$ cat src/rtl/seg_display_ctrl.sv
`default_nettype none
// ============================================================================
// Module      : seg_display_ctrl
// Description : Round-robin arbitrated binary-to-BCD converter (double dabble)
//               driving a multiplexed 4-digit active-low 7-segment display.
// Revision    : 1.0 - initial release
// ============================================================================
module seg_display_ctrl #(
    parameter int REFRESH_BITS = 18
) (
    input  logic        clk,
    input  logic        rst,
    input  logic [2:0]  req,
    input  logic [12:0] val0,
    input  logic [12:0] val1,
    input  logic [12:0] val2,
    output logic [2:0]  ack,
    output logic        busy,
    output logic [1:0]  src,
    input  logic        blank,
    input  logic        lz_blank,
    output logic [3:0]  anode,
    output logic [6:0]  led_out
);

    typedef enum logic [1:0] {
        S_IDLE  = 2'd0,
        S_SHIFT = 2'd1,
        S_DONE  = 2'd2
    } state_t;

    localparam logic [REFRESH_BITS-1:0] REF_ONE = {{(REFRESH_BITS-1){1'b0}}, 1'b1};

    state_t                  state_q;
    logic [1:0]              ptr_q;
    logic [1:0]              gnt_q;
    logic [2:0]              ack_q;
    logic                    busy_q;
    logic [1:0]              src_q;
    logic [12:0]             shreg_q;
    logic [15:0]             bcd_q;
    logic [3:0]              bitcnt_q;
    logic [15:0]             disp_q;
    logic [REFRESH_BITS-1:0] refresh_q;

    logic        gnt_found_d;
    logic [1:0]  gnt_idx_d;
    logic [12:0] gnt_val_d;
    logic [1:0]  cand1_d;
    logic [1:0]  cand2_d;
    logic [15:0] bcd_adj_d;
    logic [28:0] shift_d;

    function automatic logic [1:0] next_mod3(input logic [1:0] x);
        return (x == 2'd2) ? 2'd0 : x + 2'd1;
    endfunction

    // Round-robin search starting at the pointer.
    always_comb begin
        cand1_d     = next_mod3(ptr_q);
        cand2_d     = next_mod3(cand1_d);
        gnt_found_d = 1'b1;
        gnt_idx_d   = ptr_q;
        if (req[ptr_q]) begin
            gnt_idx_d = ptr_q;
        end else if (req[cand1_d]) begin
            gnt_idx_d = cand1_d;
        end else if (req[cand2_d]) begin
            gnt_idx_d = cand2_d;
        end else begin
            gnt_found_d = 1'b0;
        end
        case (gnt_idx_d)
            2'd0:    gnt_val_d = val0;
            2'd1:    gnt_val_d = val1;
            default: gnt_val_d = val2;
        endcase
    end

    // Double-dabble step: add-3 correction then shift the whole chain.
    always_comb begin
        for (int k = 0; k < 4; k++) begin
            bcd_adj_d[4*k +: 4] = (bcd_q[4*k +: 4] >= 4'd5) ? bcd_q[4*k +: 4] + 4'd3
                                                            : bcd_q[4*k +: 4];
        end
        shift_d = {bcd_adj_d, shreg_q} << 1;
    end

    always_ff @(posedge clk or posedge rst) begin
        if (rst) begin
            state_q   <= S_IDLE;
            ptr_q     <= 2'd0;
            gnt_q     <= 2'd0;
            ack_q     <= 3'b000;
            busy_q    <= 1'b0;
            src_q     <= 2'd0;
            shreg_q   <= 13'd0;
            bcd_q     <= 16'd0;
            bitcnt_q  <= 4'd0;
            disp_q    <= 16'd0;
            refresh_q <= '0;
        end else begin
            refresh_q <= refresh_q + REF_ONE;
            ack_q     <= 3'b000;
            case (state_q)
                S_IDLE: begin
                    if (gnt_found_d) begin
                        gnt_q    <= gnt_idx_d;
                        ptr_q    <= next_mod3(gnt_idx_d);
                        ack_q    <= 3'(3'b001 << gnt_idx_d);
                        busy_q   <= 1'b1;
                        shreg_q  <= gnt_val_d;
                        bcd_q    <= 16'd0;
                        bitcnt_q <= 4'd0;
                        state_q  <= S_SHIFT;
                    end
                end
                S_SHIFT: begin
                    bcd_q    <= shift_d[28:13];
                    shreg_q  <= shift_d[12:0];
                    bitcnt_q <= bitcnt_q + 4'd1;
                    if (bitcnt_q == 4'd12) begin
                        state_q <= S_DONE;
                    end
                end
                S_DONE: begin
                    disp_q  <= bcd_q;
                    src_q   <= gnt_q;
                    busy_q  <= 1'b0;
                    state_q <= S_IDLE;
                end
                default: begin
                    state_q <= S_IDLE;
                    busy_q  <= 1'b0;
                end
            endcase
        end
    end

    assign ack  = ack_q;
    assign busy = busy_q;
    assign src  = src_q;

    logic [1:0] sel_d;
    logic [3:0] digit_d;
    logic [3:0] an_d;
    logic       lz_d;
    logic [6:0] seg_d;

    // Scan multiplexer; a digit is a leading zero if it and every higher digit is 0.
    always_comb begin
        sel_d = refresh_q[REFRESH_BITS-1 -: 2];
        case (sel_d)
            2'b00: begin
                digit_d = disp_q[15:12];
                an_d    = 4'b0111;
                lz_d    = (disp_q[15:12] == 4'd0);
            end
            2'b01: begin
                digit_d = disp_q[11:8];
                an_d    = 4'b1011;
                lz_d    = (disp_q[15:8] == 8'd0);
            end
            2'b10: begin
                digit_d = disp_q[7:4];
                an_d    = 4'b1101;
                lz_d    = (disp_q[15:4] == 12'd0);
            end
            default: begin
                digit_d = disp_q[3:0];
                an_d    = 4'b1110;
                lz_d    = 1'b0;
            end
        endcase
        case (digit_d)
            4'd0:    seg_d = 7'b0000001;
            4'd1:    seg_d = 7'b1001111;
            4'd2:    seg_d = 7'b0010010;
            4'd3:    seg_d = 7'b0000110;
            4'd4:    seg_d = 7'b1001100;
            4'd5:    seg_d = 7'b0100100;
            4'd6:    seg_d = 7'b0100000;
            4'd7:    seg_d = 7'b0001111;
            4'd8:    seg_d = 7'b0000000;
            4'd9:    seg_d = 7'b0000100;
            default: seg_d = 7'b1111111;
        endcase
        if (lz_blank && lz_d) begin
            seg_d = 7'b1111111;
        end
    end

    assign anode   = blank ? 4'b1111 : an_d;
    assign led_out = seg_d;

endmodule
`default_nettype wire

$ cat config.mk
export PLATFORM = sky130hd
export DESIGN_NAME = seg_display_ctrl
export DESIGN_NICKNAME = d
export VERILOG_FILES = /design/src/rtl/seg_display_ctrl.sv
export SDC_FILE = /design/constraint.sdc
export NUM_CORES = 1
export LEC_CHECK = 0
export BUFFER_PORTS_ARGS = -buffer_cell sky130_fd_sc_hd__buf_4
export CAP_MARGIN = 30
export CORE_MARGIN = 8
export CORE_UTILIZATION = 38
export DETAILED_ROUTE_END_ITERATION = 6
export MAX_ROUTING_LAYER = met4
export SYNTH_ARGS = -nofsm -noshare
export SYNTH_HDL_FRONTEND = slang
export SYNTH_SLANG_ARGS = --single-unit
$ cat constraint.sdc
create_clock -name clk -period 3.2 [get_ports clk]
set_clock_uncertainty 0.1 [all_clocks]
set_input_delay 0.32 -clock clk [delete_from_list [all_inputs] [get_ports clk]]
set_output_delay 0.32 -clock clk [all_outputs]
set_load 0.05 [all_outputs]
Word level (Yosys, flattened, before mapping). Memories as Yosys holds them, arrays and structs flattened. Index checks and enable logic that the tools add are counted. Widths: inputs -> output; s select.

Add/sub/neg operators: 9. Multipliers: 0. Div/mod/pow operators: 0. $lt $le $gt $ge: 7. Equality and inequality tests: 11. Shift operators: 1. Muxes and demuxes: 38. Bitwise operators: 1. Reductions and logical operators: 12.

Operators with widths (count): $pmux 13 s2 (2); $pmux 16 s2 (1); $pmux 4 s3 (2); $mux 4 (5); $add 18x1->18 const B (1); $ge 4x3->1 const B (4); $mux 16 (1); $mux 2 (8); $mux 13 (1); $add 4x2->4 const B (3); $logic_not 12->1 (1); $eq 2x2->1 const B (5); $lt 2x3->1 const B (3); $mux 3 (3); $logic_not 8->1 (1); $pmux 4 s2 (1); $reduce_and 2->1 (4); $mux 1 (7); $mux 7 (1); $add 2x1->2 const B (3); $bmux 1 s2 (3); $eq 2x1->1 const B (3); $logic_not 2->1 (3); $add 4x1->4 const B (1); other kinds (11) (12).

Bits in registers: 79. Bits in latches: 0. Memory bits (writable): 0. ROM bits: 112. Word-level logic and storage cells: 91. Memories: 1.

Memories: (no name shown) (words 16, bits a word 7, read ports 1, clocked after memory_dff 0, write ports 0, line 175) `case (digit_d)`.

Longest topological paths before layout. Gate-level depths: netlist of run 1.

Depth after elaboration: 13. Depth in mapped cells: 7. Depth with buffers taken out: 7.

Worst setup path after synthesis of run 1. No wires, ideal clock.

Kind: reg2out. Start point: reg refresh_q[16]. End point: out led_out[3]. Arrival time: 2.658 ns. Required time: 2.780 ns. Setup slack: 0.122 ns. Stages on the path, launching flop included: 7. Path buffers: 1. Path through: dfrtp_1 -> buf_6 -> mux4_1 -> inv_1 -> ha_1 -> mux2i_1 -> o21ai_0.

Cells in the longest elaborated chain, start to end: 4. Elaborated cells on any way between the ends: 8. Those cells by class: 2 x eq/ne; 3 x mux; 2 x reduce/logical; 1 x memory.

Ends and longest elaborated chain: start: declaration (line 44) `logic [REFRESH_BITS-1:0] refresh_q;`; start signal: assignment (line 103) `refresh_q <= refresh_q + REF_ONE;`; $eq 2x2->1 (tied with other cells) (line 153) `case (sel_d)`; $pmux 4 s3 / $pmux 1 s3 (equally long branches) (line 153); $mem_v2 16x7 / $logic_and 1x1->1 (equally long branches); $mux 7 (*) (line 188) `if (lz_blank && lz_d) begin`; end: declaration (line 23) `output logic [6:0] led_out`.

Mark *: on every way between the ends. The rest lies on a longest branch, timed or not.

Final worst setup path of run 1.
Start point: reg refresh_q[16]. End point: out led_out[2].

The elaborated chain is that of the path after synthesis.

==> results of run 1 <==
==> sequential cells by signal (all words and copies together), names as in the netlist <==
register / flops
ack: 3
bcd_q: 16
bitcnt_q: 4
busy: 1
disp_q: 16
gnt_q: 2
ptr_q: 2
refresh_q: 18
shreg_q: 13
src: 2
state_q: 2
==> cell families after synthesis <==
logic type      share of synthesized area
compound gates                     0.1843
xor+xnor                          0.04985
buf+inv                           0.04807
flops                              0.4688
simple gates                       0.1436
fa+ha+maj                         0.05044
mux                               0.05490
==> repair_timing <==
action,4_1_cts,5_1_grt
gates resized for setup,0,0
hold buffers,1,0
endpoints found under the hold margin,13,0
==> routing by layer <==
| metal | share of wire | vias to the layer above | global-route usage |
|---|---|---|---|
| met2 | 0.44 | 73 | 0.1992 |
| met3 | 0.046 | 11 | 0.02699 |
| met5 | 0 | - | - |
| met1 | 0.50 | 1475 | 0.1670 |
| li1 | - | 1578 | - |
| met4 | 0.014 | 0 | 0.04626 |
==> power by group through the flow <==
stage	combinational, mW	clock (mW)	sequential (mW)
floorplan	1.50	0	1.55
global placement	1.94	0	1.56
detailed placement	2.00	0	1.58
CTS	2.01	0.789	1.56
global route	2.23	0.832	1.61
finish	1.98	0.764	1.56
==> how the worst max path moves through the flow <==
stage,slack [ps],endpoint,cells after the start
after global routing,4,led_out[3],6
after global placement,660,led_out[2],7
after CTS,140,led_out[2],7
final,160,led_out[2],7
after floorplan,120,led_out[3],6
after detailed placement,520,led_out[2],7
==> Yosys cell counts, types with 8 or more instances <==
master    instances
o21ai_0          36
xnor2_1          15
or3_1            12
nand2_1          45
o22ai_1           8
nor2_1           19
xor2_1            9
mux2_2            9
ha_1             17
inv_1            19
a221oi_2         10
dfrtp_1          79
nand3_1          12
a21oi_1          23
==> cell type report <==
class | count | area (um^2) | area share
Multi-Input combinational cell | 288 | 2037 | 0.4054
Sequential cell | 79 | 1977 | 0.3934
Timing Repair Buffer | 72 | 555.5 | 0.1106
Tap cell | 140 | 175.2 | 0.03486
Clock buffer | 12 | 155.1 | 0.03088
Inverter | 19 | 71.32 | 0.01419
Clock inverter | 4 | 53.80 | 0.01071
==> critical path, cell delays in order (launching register included) <==
cell	delay [ps]
dfrtp_1	660
mux4_1	720
inv_1	180
ha_1	170
nor2_1	60
a211oi_2	210
o21ai_1	100
buf_4	190
==> stage by stage <==
| step | instance area (um^2) | cells | setup slack [ps] | utilization | hold slack, ps |
|---|---|---|---|---|---|
| 3_5_place_dp | 4806 | 597 | 520.4 | 0.4433 | 342.7 |
| 5_1_grt | 5025 | 614 | 3.781 | 0.4635 | 113.4 |
| 3_3_place_gp | 4786 | 596 | 660.2 | 0.4415 | 341.0 |
| 2_1_floorplan | 4217 | 406 | 121.5 | - | 322.4 |
| 4_1_cts | 5025 | 614 | 141.9 | 0.4635 | 105.0 |
| 6_report | 5025 | 614 | 158.5 | 0.4635 | 122.0 |
==> cells in the final DEF (no fill, tap or decap), drive strengths merged, types with 2 or more instances in the layout <==
| cell type | synthesis | routed |
|---|---|---|
| and2 | 4 | 4 |
| a221oi | 13 | 13 |
| nand2 | 45 | 45 |
| o31ai | 6 | 6 |
| dfrtp | 79 | 79 |
| ha | 17 | 17 |
| nand2b | 9 | 9 |
| nor2b | 4 | 4 |
| o22ai | 8 | 8 |
| inv | 19 | 19 |
| buf | 13 | 71 |
| and3 | 3 | 3 |
| a32o | 5 | 5 |
| a21bo | 2 | 2 |
| nor2 | 20 | 20 |
| nand3 | 12 | 12 |
| clkinvlp | 0 | 2 |
| or3 | 13 | 13 |
| mux2i | 4 | 4 |
| xnor2 | 15 | 15 |
| xor2 | 9 | 9 |
| or4 | 2 | 2 |
| o21ai | 42 | 42 |
| clkbuf | 7 | 12 |
| mux4 | 3 | 3 |
| o32ai | 3 | 3 |
| a211oi | 2 | 2 |
| a21o | 2 | 2 |
| mux2 | 10 | 10 |
| nand4 | 4 | 4 |
| a21oi | 24 | 24 |
==> out/metrics.yaml, run 1 <==
logic_synthesis:
  synth_cells: 406
  synth_nets: 469
  synthTopCellsByArea: "dfrtp_1 (47%), ha_1 (5.0%), o21ai_0 (4.3%)"
  yosysSeqAreaShare: 0.4688
  yosysWarnings: 0
  ys.flop_type: "dfrtp_1"
  ys_types: 51
  netlist.area_leader.share: 0.4688
  synth_edf_count: 0
  synth_largest_area_cell: "dfrtp_1"
  synth_area_per_cell_um2: 10.39
  synth-seq-cells: 79
  synth_area_um2: 4217
  synthArstFlopShare: 1.000
worst_setup_path:
  startpoint: "refresh_q[16]"
  start_kind: "flip-flop"
  crit-reg2reg-launch: "ptr_q[0]"
  rrSetupSlack_ps: 1200
  worstPathArrival_ps: 2620
  required_ps: 2780
  critPathKind: "reg2out"
  crit_fanout: 13
  worstRegToRegCells: 6
  endpoint_kind: "primary output"
  worstReg2RegEnd: "shreg_q[4]"
power:
  pwr-share-clk: 0.178
  pwr-share-seq: 0.362
  total_leakage_power_nw: 2.292
  p_sw_frac: 0.4219
  power_mw: 4.300
  power-per-cell-area_nw_per_um2: 855.7
  p_sw_mw: 1.814
  p_comb_frac: 0.460
  cellInternalPower_mw: 2.486
  ir_drop_uv: 895.2
clock_network:
  numCtsBuffers: 9
  tritoncts: "yes"
  htreeDepth: 3
  postCtsSetupBuffers: 0
  cts_root_buf: "clkbuf_8"
  clk_latency_ps: 340
  clock_sinks: 79
  clockBufferDepth: 2
  path_clk_slew_ps: 70
timing:
  fin_setup_tns_ps: 0
  hold_viol_final: 0
  maxSlewHeadroom: 0.3751
  slew_viol_final: 0
  period_share: 0.9505
  worst_pin_slew_ps: 937.4
  rsz0062_at_grt: "false"
  min_period_ps: 3041
  fmax_ghz: 0.3288
  setup_viol: 0
route:
  dr_total_vias: 3137
  drtPass1Iterations: 4
  wl_mm: 8.729
  viasPerCell: 5.109
  drc: 0
  first_iter_violations: 152
  wl_per_cell_um: 14.22
  antenna_left: 0
finish:
  area_delta_synth_final_pct: 19.17
  fillers: 1022
  finalNetCount: 532
  drive_gt1_frac: 0.2532
  n_antenna_cell: 0
floorplanning:
  pin_count: 63
  start_util: 0.3890
  die_height_um: 121.3
  num_rows: 38
  die-area_um2: 14720
  core-area_um2: 10840
  die_w_um: 121.3
grt:
  antenna_found_initial: 0
  grt_first_pass_wirelength_mm: 15.46
  first_global_vias: 3351
  grt_max_degree: 44
  grt_util_all_layers: 0.1301
  overflow: 0
placed_design:
  hpwl_mm: 6.480
  port_buffers: 62
  routabilityCongestion: 0.7217
hold_path:
  hp-class: "in2reg"
  hold_end: "shreg_q[2]"
  min_from: "val1[2]"
  hold_depth: 3
job:
  drv_cap: 0
outcome:
  status: "finished clean"
(Power assumes the default switching activity.)
==> run 2, diff against run 1 <==
CORE_ASPECT_RATIO = 1.5   (was default)
==> out/metrics.yaml, run 2 (synthesis results as in run 1) <==
outcome:
  status: "finished clean"
floorplanning:
  num_rows: 47
  pin_count: 63
  start_util: 0.3855
  die_height_um: 145.0
  core-area_um2: 10940
  die_w_um: 102.0
  die-area_um2: 14790
timing:
  maxSlewHeadroom: 0.3867
  worst_pin_slew_ps: 920.0
  period_share: 0.9270
  fin_setup_tns_ps: 0
  hold_viol_final: 0
  slew_viol_final: 0
  rsz0062_at_grt: "false"
  min_period_ps: 2967
  setup_viol: 0
  fmax_ghz: 0.3371
clock_network:
  tritoncts: "yes"
  clock_sinks: 79
  clk_latency_ps: 330
  numCtsBuffers: 9
  htreeDepth: 3
  cts_root_buf: "clkbuf_16"
  clockBufferDepth: 2
  postCtsSetupBuffers: 0
  path_clk_slew_ps: 60
grt:
  grt_max_degree: 67
  grt_util_all_layers: 0.1339
  first_global_vias: 3369
  antenna_found_initial: 0
  overflow: 0
  grt_first_pass_wirelength_mm: 15.66
worst_setup_path:
  critPathKind: "reg2out"
  crit_fanout: 13
  required_ps: 2780
  slowest_delay_ps: 700
  crit_buf_inv: 2
  critical-path-top-delay-family: "multiplexers"
  cpMaxStageDelayCell: "mux4_1"
  start_kind: "flip-flop"
  worstPathArrival_ps: 2550
  endpoint_kind: "primary output"
  crit_chain: "mux4_1 -> inv_1 -> ha_1 -> mux2i_1 -> o21ai_0 -> buf_4"
route:
  antenna_left: 0
  first_iter_violations: 102
  viasPerCell: 5.163
  drc: 0
  dr_total_vias: 3201
  wl_mm: 8.990
  drtPass1Iterations: 4
  wl_per_cell_um: 14.50
job:
  drv_cap: 0
finish:
  fin_util: 0.4685
  largest_register_ffs: 18
  mostFrequentLayoutCell: "dfrtp_1"
  area_delta_synth_final_pct: 21.54
  drive_gt1_frac: 0.2516
  layout_common_cells: "dfrtp_1 (79), buf_4 (69), nand2_1 (45)"
  n_antenna_cell: 0
  largestRegisters: "refresh_q: 18 flops, bcd_q: 16 flops, disp_q: 16 flops"
  top_register: "refresh_q"
  finalNetCount: 531
placed_design:
  hpwl_mm: 6.697
  port_buffers: 62
  routabilityCongestion: 0.7875
hold_path:
  hp-class: "in2reg"
power:
  ir_drop_uv: 310.0
  power-per-cell-area_nw_per_um2: 893.4
  total_leakage_power_nw: 2.338
## run 2: power breakdown
part,internal [mW],leakage [nW],switching [mW]
clock network,0.648,0.149,0.396
registers,1.31,1.02,0.243
logic,0.772,1.17,1.21
total,2.73,2.34,1.85
## run 2: path summary, 6_finish.rpt
| kind | depth (start not counted) | endpoint | slack [ps] | from |
|---|---|---|---|---|
| setup / recovery | 6 | led_out[3] | 230 | refresh_q[16] |
| hold / removal | 3 | shreg_q[5] | 130 | val1[5] |
| min in group asynchronous | 3 | refresh_q[4] | 400 | rst |
| setup reg to reg | 5 | shreg_q[0] | 1070 | ptr_q[0] |
| max in group asynchronous | 4 | bcd_q[9] | 1950 | rst |
| hold reg to reg | 1 | refresh_q[10] | 370 | refresh_q[10] |
## run 2: routing by layer
| metal | global-route usage | vias to the layer above | wire length (um) |
|---|---|---|---|
| met3 | 0.02969 | 13 | 385 |
| met1 | 0.1484 | 1544 | 3728 |
| li1 | - | 1579 | - |
| met2 | 0.2245 | 65 | 4715 |
| met4 | 0.05314 | 0 | 161 |
| met5 | - | - | 0 |
## run 2: final cells by class
class | count | area (um^2)
fillers | 1047 | 5813
inverters | 19 | 71.32
well taps | 147 | 183.9
clock inverters | 4 | 51.30
repair buffers | 71 | 548.0
clock buffers | 12 | 256.5
flip-flops and latches | 79 | 1977
multi-input cells | 288 | 2037
## run 2: worst register-to-register path, delay by kind of cell (launching register included)
| kind | cells | cell delay, ps |
|---|---|---|
| compound gates | 4 | 1390 |
| flops | 1 | 450 |
| buf+inv | 1 | 70 |
## run 2: timing repair
| action | in CTS | in global routing |
|---|---|---|
| hold buffers | 1 | 0 |
| gates resized for setup | 0 | 0 |
| endpoints found under the hold margin | 13 | 0 |
| endpoints found under the setup margin | 0 | 0 |
## run 2: metrics by stage
| stage | cells | total power [mW] | hold slack (ps) | instance area [um^2] | setup WS, ps |
|---|---|---|---|---|---|
| 5_1_grt | 620 | 4.926 | 132.7 | 5125 | 38.44 |
| 2_1_floorplan | 406 | 3.052 | 322.4 | 4217 | 121.5 |
| 3_3_place_gp | 603 | 3.525 | 197.5 | 4807 | 660.7 |
| 3_5_place_dp | 603 | 3.581 | 201.2 | 4807 | 579.0 |
| 6_report | 620 | 4.578 | 129.0 | 5125 | 233.5 |
| 4_1_cts | 620 | 4.643 | 120.5 | 5125 | 215.9 |
